`src/rtl/mac_seq_ctrl.sv`:
```
// mac_seq_ctrl: tile sequencer for the MAC array.
// Loads IC0 weight rows, waits for the array to settle, streams num_ox ifmap/psum
// beats and collects the matching accum_out beats, stalling the whole array
// whenever a result is at the head of the valid-tag pipe but cannot be accepted.
module mac_seq_ctrl #(
    parameter int IC0     = 4,
    parameter int OC0     = 4,
    parameter int NOX_W   = 7,
    parameter int OUT_LAT = IC0 + OC0,
    parameter int WL_LAT  = IC0 + OC0 - 1
) (
    input  logic             clk,
    input  logic             rst_n,
    input  logic             start,
    input  logic [NOX_W-1:0] num_ox,
    output logic             busy,
    output logic             done,
    input  logic             weight_valid,
    output logic             weight_ready,
    input  logic             ifmap_valid,
    output logic             ifmap_ready,
    input  logic             psum_valid,
    output logic             psum_ready,
    output logic             out_valid,
    input  logic             out_ready,
    output logic             en,
    output logic             en_weight00,
    output logic             weight_fifo_enq,
    output logic             ifmap_fifo_enq,
    output logic             accum_in_fifo_enq,
    output logic             accum_out_fifo_enq
);

    localparam int WC_W = (IC0 > 1) ? $clog2(IC0) : 1;
    localparam int SC_W = (WL_LAT > 1) ? $clog2(WL_LAT) : 1;

    typedef enum logic [2:0] {
        IDLE,
        WLOAD,
        WSETTLE,
        STREAM,
        DRAIN,
        DONE
    } state_t;

    state_t             state;
    state_t             state_nxt;
    logic [NOX_W-1:0]   num_ox_q;
    logic [NOX_W-1:0]   fire_cnt;
    logic [NOX_W-1:0]   out_cnt;
    logic [WC_W-1:0]    wrow_cnt;
    logic [SC_W-1:0]    settle_cnt;
    logic [OUT_LAT-1:0] tag;
    logic               head;
    logic               blocked;
    logic               fire;
    logic               last_wrow;
    logic               last_settle;

    assign head        = tag[OUT_LAT-1];
    assign blocked     = head & ~out_ready;
    assign last_wrow   = (wrow_cnt == WC_W'(IC0 - 1));
    assign last_settle = (settle_cnt == SC_W'(WL_LAT - 1));

    // Next-state and output decode; every output is forced low while rst_n is low.
    always_comb begin
        state_nxt          = state;
        busy               = 1'b0;
        done               = 1'b0;
        weight_ready       = 1'b0;
        ifmap_ready        = 1'b0;
        psum_ready         = 1'b0;
        out_valid          = 1'b0;
        en                 = 1'b0;
        en_weight00        = 1'b0;
        weight_fifo_enq    = 1'b0;
        ifmap_fifo_enq     = 1'b0;
        accum_in_fifo_enq  = 1'b0;
        accum_out_fifo_enq = 1'b0;
        fire               = 1'b0;
        if (rst_n) begin
            busy = (state != IDLE);
            case (state)
                IDLE: begin
                    if (start) begin
                        state_nxt = (num_ox == '0) ? DONE : WLOAD;
                    end
                end
                WLOAD: begin
                    weight_ready    = 1'b1;
                    en              = weight_valid;
                    en_weight00     = weight_valid;
                    weight_fifo_enq = weight_valid;
                    if (weight_valid && last_wrow) begin
                        state_nxt = WSETTLE;
                    end
                end
                WSETTLE: begin
                    en = 1'b1;
                    if (last_settle) begin
                        state_nxt = STREAM;
                    end
                end
                STREAM: begin
                    en                 = ~blocked;
                    fire               = ifmap_valid & psum_valid & ~blocked;
                    ifmap_ready        = fire;
                    psum_ready         = fire;
                    ifmap_fifo_enq     = fire;
                    accum_in_fifo_enq  = fire;
                    out_valid          = head;
                    accum_out_fifo_enq = head & out_ready;
                    if (fire && ((fire_cnt + NOX_W'(1)) == num_ox_q)) begin
                        state_nxt = DRAIN;
                    end
                end
                DRAIN: begin
                    en                 = ~blocked;
                    out_valid          = head;
                    accum_out_fifo_enq = head & out_ready;
                    if (accum_out_fifo_enq && ((out_cnt + NOX_W'(1)) == num_ox_q)) begin
                        state_nxt = DONE;
                    end
                end
                DONE: begin
                    done      = 1'b1;
                    state_nxt = IDLE;
                end
                default: begin
                    state_nxt = IDLE;
                end
            endcase
        end
    end

    // State register plus tile counters and the valid-tag pipe that tracks in-flight beats.
    always_ff @(posedge clk) begin
        if (!rst_n) begin
            state      <= IDLE;
            num_ox_q   <= '0;
            fire_cnt   <= '0;
            out_cnt    <= '0;
            wrow_cnt   <= '0;
            settle_cnt <= '0;
            tag        <= '0;
        end else begin
            state <= state_nxt;
            if (state == IDLE && start) begin
                num_ox_q <= num_ox;
            end
            if (state == DONE) begin
                fire_cnt   <= '0;
                out_cnt    <= '0;
                wrow_cnt   <= '0;
                settle_cnt <= '0;
                tag        <= '0;
            end else begin
                if (state == WLOAD && weight_valid) begin
                    wrow_cnt <= last_wrow ? '0 : wrow_cnt + WC_W'(1);
                end
                if (state == WSETTLE) begin
                    settle_cnt <= last_settle ? '0 : settle_cnt + SC_W'(1);
                end
                if (fire) begin
                    fire_cnt <= fire_cnt + NOX_W'(1);
                end
                if (accum_out_fifo_enq) begin
                    out_cnt <= out_cnt + NOX_W'(1);
                end
                if (en) begin
                    tag <= {tag[OUT_LAT-2:0], fire};
                end
            end
        end
    end

endmodule

```
`config.mk`:
```
export PLATFORM = sky130hd
export DESIGN_NAME = mac_seq_ctrl
export DESIGN_NICKNAME = d
export VERILOG_FILES = /design/src/rtl/mac_seq_ctrl.sv
export SDC_FILE = /design/constraint.sdc
export NUM_CORES = 1
export LEC_CHECK = 0
export CAP_MARGIN = 5
export CORE_MARGIN = 2
export CORE_UTILIZATION = 55
export CTS_CLUSTER_SIZE = 12
export DETAILED_ROUTE_END_ITERATION = 12
export GPL_TIMING_DRIVEN = 0
export HOLD_SLACK_MARGIN = 0.08
export PLACE_DENSITY = 0.77
export SYNTH_ARGS = -nofsm -noshare
export SYNTH_HDL_FRONTEND = slang
export SYNTH_SLANG_ARGS = --single-unit
```
`constraint.sdc`:
```
create_clock -name clk -period 2.05 [get_ports clk]
set_input_delay 0.41 -clock clk [delete_from_list [all_inputs] [get_ports clk]]
set_output_delay 0.41 -clock clk [all_outputs]
set_load 0.05 [all_outputs]
```
Word-level counts from Yosys, hierarchy flattened
Index checks and enable logic that the tools add are counted.
{"block": "totals", "reg_bits": 37, "inputBits": 14, "out_inout_bits": 12, "wordCells": 67}
{"block": "op_classes", "n_addsub": 4, "n_eq_ne": 14, "mux": 24, "bitwise": 7, "n_reduce_logical": 11}
{"operator": "$mux W3", "count": 7}
{"operator": "$pmux W3 S5", "count": 1}
{"operator": "$add A7 B1 Y7 const B", "count": 2}
{"operator": "$eq A7 B7 Y1", "count": 2}
{"operator": "$mux W1", "count": 14}
{"operator": "$ne A2 B2 Y1 const B", "count": 5}
{"operator": "$eq A3 B3 Y1 const B", "count": 3}
{"operator": "$logic_not A7 Y1", "count": 1}
{"operator": "$eq A3 B2 Y1 const B", "count": 2}
{"operator": "$logic_and A1 B1 Y1", "count": 5}
{"operator": "$reduce_and A5 Y1", "count": 1}
{"operator": "$and A1 B1 Y1", "count": 4}
{"operator": "$reduce_or A2 Y1", "count": 2}
{"operator": "$add A3 B1 Y3 const B", "count": 1}
{"operator": "$eq A3 B1 Y1 const B", "count": 1}
{"operator": "$logic_not A3 Y1", "count": 1}
{"operator": "$not A1 Y1", "count": 3}
{"operator": "$pmux W1 S3", "count": 1}
{"operator": "$reduce_bool A3 Y1", "count": 1}
{"operator": "$add A2 B1 Y2 const B", "count": 1}
{"operator": "$eq A2 B2 Y1 const B", "count": 1}
{"operator": "$mux W2", "count": 1}

Depth between registers and ports, before layout
Gate-level depths: netlist (run 1).
{"block": "logic_depth", "ltp_word": 7, "mapped_depth": 6}

Worst setup path before layout (run 1)
Ideal clock, no wire load.
{"block": "synth_path", "path_type": "register -> output", "start": "register state[0]", "end": "output port weight_fifo_enq", "arrival_time_ps": 2743, "required_ps": 1640, "slack_ps": -1103, "stages_incl_launch_ff": 6, "path_buffers": 2, "cell_sequence": "dfxtp_1 buf_2 nand2_1 nor3_1 and2_1 buf_4"}
{"block": "synth_via", "elab_chain_cells": 3}
{"element": "start, declared", "line": "46", "text": "state_t state;"}
{"element": "start signal, assigned", "line": "147", "text": "state <= state_nxt;"}
{"element": "$eq A3 B1 Y1"}
{"element": "$mux W1 (2 in series)"}
{"element": "end, declared", "line": "28", "text": "output logic weight_fifo_enq,"}
Every way passes these cells.

Final worst setup path (run 1)
{"block": "layout_path", "start": "register state[2]", "end": "output port ifmap_ready"}
{"block": "layout_via", "elab_chain_cells": 3}
{"element": "$eq A3 B2 Y1", "line": "83", "text": "case (state)"}
{"element": "$mux W1", "line": "83"}
{"element": "$mux W1", "line": "81", "text": "if (rst_n) begin"}
{"element": "end, declared", "line": "21", "text": "output logic ifmap_ready,"}
Every way passes these cells.

==> results.json, run 1 <==
{
  "drc_errors": 0,
  "dp.final_hpwl_um": 3250,
  "synth_xor_area_frac": 0.118,
  "synthMuxAreaShare": 0.0918,
  "cts_buffers": 5,
  "rrSetupSlack_ns": 0.10,
  "final_antenna_net_count": 0,
  "portBuffers": 25,
  "grt_pass1_vias": 1773,
  "initial_core_util": 0.570,
  "synth_cells": 230,
  "synth_flop_cell": "dfxtp_1",
  "io_pins": 26,
  "ys_ff_latch": 37,
  "powerDensity_nw_per_um2": 882,
  "cp_max_fo": 6,
  "layout_common_cells": "dfxtp_1 (34), nor2_1 (27), mux2i_1 (19)",
  "period_share": 0.980,
  "slew_violations": 0,
  "synth_nets": 247,
  "yosysUniqueCellTypes": 49,
  "final_common_cell": "dfxtp_1",
  "tightest_slew_ns": 0.755,
  "ctsHtreeMaxLevel": 2,
  "num-nets-final": 289,
  "dieArea_um2": 4270,
  "wl_per_cell_um": 15.0,
  "crit_buf_inv": 3,
  "setup_viol": 0,
  "cp.required_ns": 1.64,
  "clockBufferDepth": 2,
  "synthAdderAreaFrac": 0.0181,
  "maxCapViolCount": 0,
  "finalInstanceArea_um2": 2610,
  "criticalPathCategory": "flop to output pin",
  "worstPathArrival_ns": 1.60,
  "drt-total-wl_um": 4790,
  "synth_top_family_by_area": "simple AND/OR/NAND/NOR gates",
  "synthSimpleGateAreaFrac": 0.255,
  "p_leak_nw": 1.08,
  "drtPass1Iterations": 4,
  "cp-end-kind": "output pin",
  "crit_chain": "nand2b_2 -> nor4_4 -> buf_6 -> buf_4 -> buf_8",
  "outcome": "finished clean",
  "gp_congestion": 0.806,
  "area_delta_synth_final_pct": 26.0,
  "peakVddDrop_v": 0.000682,
  "row_count": 22,
  "tns_ns": 0,
  "root_buffer": "clkbuf_8",
  "grt_max_degree": 11,
  "antenna_found_initial": 0,
  "clk_latency_ns": 0.29,
  "diodes": 0,
  "fmax_ghz": 0.498,
  "rsz0062_at_grt": "yes",
  "core-area_um2": 3630,
  "cp_top_family": "simple AND/OR/NAND/NOR gates",
  "ys_top_cells_by_area": "dfxtp_1 (36%), mux2i_1 (9.2%), xor2_1 (7.6%)",
  "grt_pass1_wl_um": 8100,
  "postCtsHoldBufs": 0,
  "hold_viol": 0,
  "grt_usage": 0.246,
  "min_path_type": "flop to flop",
  "synth_compound_area_frac": 0.117,
  "yosys_warnings": 0,
  "synth_edf_count": 0,
  "num-fill-cells": 300,
  "cp_slowest_cell": "dfxtp_2",
  "synthArstFlopShare": 0,
  "drtIter0Drc": 111,
  "numClockSinks": 37,
  "yosysTopAreaCell": "dfxtp_1",
  "grt_remaining_overflow": 0,
  "cts_tree": "yes",
  "critPathLaunchType": "flop",
  "min_period_ns": 2.01,
  "path_clk_slew_ns": 0.08,
  "die_x_um": 65.4,
  "pre_cts_ws_ns": -1.36,
  "dp_cells": 303,
  "worst_slack_ns": 0.0417,
  "netlist_area_um2": 2070,
  "dr_total_vias": 1799,
  "routed_via_density": 5.62,
  "drive_gt1_frac": 0.221,
  "die_y_um": 65.4,
  "synth_top_area_share": 0.357,
  "yosysSeqAreaShare": 0.357,
  "syn_avg_cell_area_um2": 9.01,
  "max_slew_margin": 0.494,
  "slowest_delay_ns": 0.36,
  "final_cells": 320,
  "fin_worst_skew_ns": 0.00955,
  "place_area_um2": 2400
}
state kept, by name, indices dropped and copies added (netlist names):
name	cells
wrow_cnt	2
settle_cnt	3
out_cnt	7
state	3
tag	8
fire_cnt	7
num_ox_q	7
layout make-up:
type                            count  area (µm²)  area share
Multi-Input combinational cell    175        1290       0.494
Sequential cell                    37         747       0.286
Timing Repair Buffer               35         319       0.122
Buffer                             15        96.3      0.0369
Clock buffer                        7        86.3      0.0331
Tap cell                           48        60.1      0.0230
Inverter                            3        11.3     0.00431
power breakdown:
part	leakage [nW]	total, mW	internal, mW	switching [mW]
registers	0.301	0.891	0.793	0.0981
clock network	0.0443	0.521	0.267	0.255
logic	0.733	0.888	0.384	0.505
total	1.08	2.30	1.44	0.857
repair_timing:
| item | in CTS | in global routing |
|---|---|---|
| gates resized for setup | 80 | 13 |
| buffers inserted | 7 | 3 |
| pin swaps | 5 | 1 |
| endpoints found under the setup margin | 22 | 14 |
| gates cloned | 0 | 0 |
layer usage:
layer,global-route usage,part of all wire
met4,0.0755,0.012
met2,0.434,0.51
met1,0.301,0.44
met3,0.0497,0.038
met5,0,0
synth_stat cells, types with 2 or more instances:
cell type	n
dfxtp_1	37
xnor2_1	10
buf_4	4
ha_1	3
o22ai_1	2
o211ai_1	2
and2_1	3
nand3_1	4
nand3b_1	7
xor2_1	18
o21ai_0	3
inv_1	3
nand2_1	11
nand2b_1	2
nor3_1	7
buf_2	4
mux2i_1	19
nand4_1	6
nor2b_1	9
and3_1	5
clkbuf_1	6
a311oi_1	2
nor2_1	28
a21oi_1	7
a31oi_1	3
and4_1	2
tightest hold or removal path, delay by kind of cell (launching register included):
family	cells	cell delay, ns
simple gates	1	0.07
compound gates	1	0.06
flops	1	0.33
per-stage QoR:
step	hold WS, ns	power [mW]	utilization
3_5_place_dp	0.483	1.70	0.661
2_1_floorplan	0.456	1.49	-
5_1_grt	0.520	2.42	0.718
6_report	0.493	2.30	0.718
4_1_cts	0.497	2.24	0.704
3_3_place_gp	0.474	1.68	0.661
worst paths after layout:
kind               start          end  cells past startpoint
max reg2reg  fire_cnt[0]     state[2]                      6
min               tag[0]       tag[0]                      2
min reg2reg       tag[0]       tag[0]                      2
max             state[2]  ifmap_ready                      5
cells by family after synthesis:
group                      Yosys count
and+or+nand+nor                     94
adders and majority gates            3
DFF                                 37
muxes                               19
buffers and inverters               18
AOI/OAI and AO/OA                   31
xor gates and xnor gates            28
Power figures use the tool's default switching activity.
==> inputs of run 2 (changes only) <==
--- a/config.mk
+++ b/config.mk
@@ -5,11 +5,12 @@
 export SDC_FILE = /design/constraint.sdc
 export NUM_CORES = 1
 export LEC_CHECK = 0
-export CAP_MARGIN = 5
+export CAP_MARGIN = 15
 export CORE_MARGIN = 2
 export CORE_UTILIZATION = 55
 export CTS_CLUSTER_SIZE = 12
 export DETAILED_ROUTE_END_ITERATION = 12
+export GPL_ROUTABILITY_DRIVEN = 0
 export GPL_TIMING_DRIVEN = 0
 export HOLD_SLACK_MARGIN = 0.08
 export PLACE_DENSITY = 0.77
==> results of run 2 <==
Same layout as run 1: the final DEF is identical, and so are final timing and power.
==> inputs of run 3 (changes only) <==
--- a/config.mk
+++ b/config.mk
@@ -14,6 +14,7 @@
 export GPL_TIMING_DRIVEN = 0
 export HOLD_SLACK_MARGIN = 0.08
 export PLACE_DENSITY = 0.77
+export SKIP_CTS_REPAIR_TIMING = 1
 export SYNTH_ARGS = -nofsm -noshare
 export SYNTH_HDL_FRONTEND = slang
 export SYNTH_SLANG_ARGS = --single-unit
==> constraint.sdc (replaced) <==
create_clock -name clk -period 2.05 [get_ports clk]
set_input_delay 0.205 -clock clk [delete_from_list [all_inputs] [get_ports clk]]
set_output_delay 0.205 -clock clk [all_outputs]
set_load 0.05 [all_outputs]
==> run 3 against run 2 <==
  * First-iteration DRC count down 54%
  * Die area unchanged
  * Global-route usage down 2.6 points
  * Clock skew up 0.0012 ns
  * Final cell count down 0.94%
  * Critical endpoint is now psum_ready
  * Largest cell class unchanged
  * Largest power group unchanged
==> results.json, run 3 (synthesized netlist as in run 1, its figures left out) <==
{
  "outcome": "finished clean",
  "crit_chain": "clkdlybuf4s50_1 -> and2b_1 -> nor4_4 -> buf_4 -> buf_6 -> clkbuf_4",
  "grt_usage": 0.220,
  "final_antenna_net_count": 0,
  "dp_cells": 303,
  "critPathLaunchType": "primary input",
  "drive_gt1_frac": 0.171,
  "met1_usage": 0.301,
  "grt_pass1_vias": 1498,
  "cp_max_fo": 10,
  "slowest_delay_ns": 0.49,
  "powerDensity_nw_per_um2": 902,
  "cp-end-kind": "output pin",
  "p_total_mw": 2.32,
  "clk_latency_ns": 0.30,
  "num-nets-final": 285,
  "numClockSinks": 37,
  "regMostFlops": "tag",
  "maxCapViolCount": 0,
  "path_clk_slew_ns": 0.08,
  "slew_violations": 0,
  "grt_remaining_overflow": 0,
  "drtIter0Drc": 51,
  "clockBufferDepth": 2,
  "cts_buffers": 5,
  "final_common_cell": "dfxtp_1",
  "grt_max_degree": 14,
  "root_buffer": "clkbuf_8",
  "max_slew_margin": 0.511,
  "dr_total_vias": 1707,
  "die_x_um": 65.4,
  "criticalPathCategory": "primary input to output pin",
  "ctsHtreeMaxLevel": 2,
  "top_usage_layer": "met2",
  "diodes": 0,
  "dp.final_hpwl_um": 3110,
  "final_cells": 317,
  "area_delta_synth_final_pct": 24.3,
  "setup_viol": 0,
  "drc_errors": 0,
  "portBuffers": 25,
  "min_path_type": "flop to flop",
  "core-area_um2": 3630,
  "wl_per_cell_um": 13.8,
  "grtUsageMet2": 0.337,
  "antenna_found_initial": 0,
  "cp.required_ns": 1.85,
  "period_share": 0.963,
  "tightest_slew_ns": 0.729,
  "drt-total-wl_um": 4380,
  "fmax_ghz": 0.507,
  "worstPathArrival_ns": 1.77,
  "peakVddDrop_v": 0.000654,
  "initial_core_util": 0.570,
  "hold_viol": 0,
  "grt_pass1_wl_um": 7200,
  "min_period_ns": 1.97,
  "cts_tree": "yes",
  "largest_reg_flops": 8,
  "row_count": 22,
  "drtPass1Iterations": 4,
  "routed_via_density": 5.38,
  "io_pins": 26,
  "p_leak_nw": 1.11,
  "fin_worst_skew_ns": 0.0108,
  "use_met3": 0.0531,
  "layout_common_cells": "dfxtp_1 (36), nor2_1 (28), mux2i_1 (19)",
  "dieArea_um2": 4270,
  "cp_slowest_cell": "clkdlybuf4s50_1",
  "die_y_um": 65.4
}
-- run 3: cell types whose count changed in the layout (fill, tap and decap cells not counted), sizes merged --
cell           before  now
buf                28   14
dlygate4sd2         3    0
clkdlybuf4s50       9   13
dlymetal6s2s        0    4
clkinvlp            0    1
clkdlybuf4s15       3    0
clkinv              0    1
clkbuf             14   21
-- run 3: metrics by stage --
stage / cell area (µm²) / util / hold slack (ns) / worst slack [ns] / setup TNS (ns)
6_report: 2580 / 0.709 / 0.496 / 0.0760 / 0
5_1_grt: 2580 / 0.709 / 0.529 / -0.00926 / -0.0177
4_1_cts: 2530 / 0.696 / 0.506 / -0.884 / -6.95
3_5_place_dp: 2420 / 0.666 / 0.487 / -0.867 / -7.24
2_1_floorplan: 2110 / - / 0.375 / -0.0740 / -0.132
3_3_place_gp: 2420 / 0.666 / 0.470 / -0.866 / -7.13
-- run 3: final timing paths --
path	from	to	cells after the start	slack, ns
worst min register to register	tag[4]	tag[5]	2	0.50
worst min-delay path	tag[4]	tag[5]	2	0.50
worst max-delay path	out_ready	psum_ready	6	0.08
worst max register to register	fire_cnt[0]	state[2]	6	0.13
-- run 3: layout make-up --
type	instances	area (µm²)
inverters	3	11.3
flip-flops and latches	37	744
plain buffers	15	98.8
fillers	313	1060
well taps	48	60.1
multi-input cells	175	1280
clock buffers	6	93.8
repair buffers	31	275
clock inverters	2	16.3
-- run 3: power by group --
group          internal, mW  total, mW  switching, mW
Combinational         0.354      0.833          0.478
Sequential            0.790      0.887         0.0976
Clock                 0.315      0.605          0.290
Total                  1.46       2.32          0.866
-- run 3: critical path, delay by kind of cell --
kind / cells / cell delay, ns
buf+inv: 4 / 1.03
simple gates: 2 / 0.53
-- run 3: routing by layer --
layer / share of wire / routed length (µm)
met3: 0.043 / 189
met4: 0.015 / 64
met5: 0 / 0
met1: 0.49 / 2130
met2: 0.46 / 1990
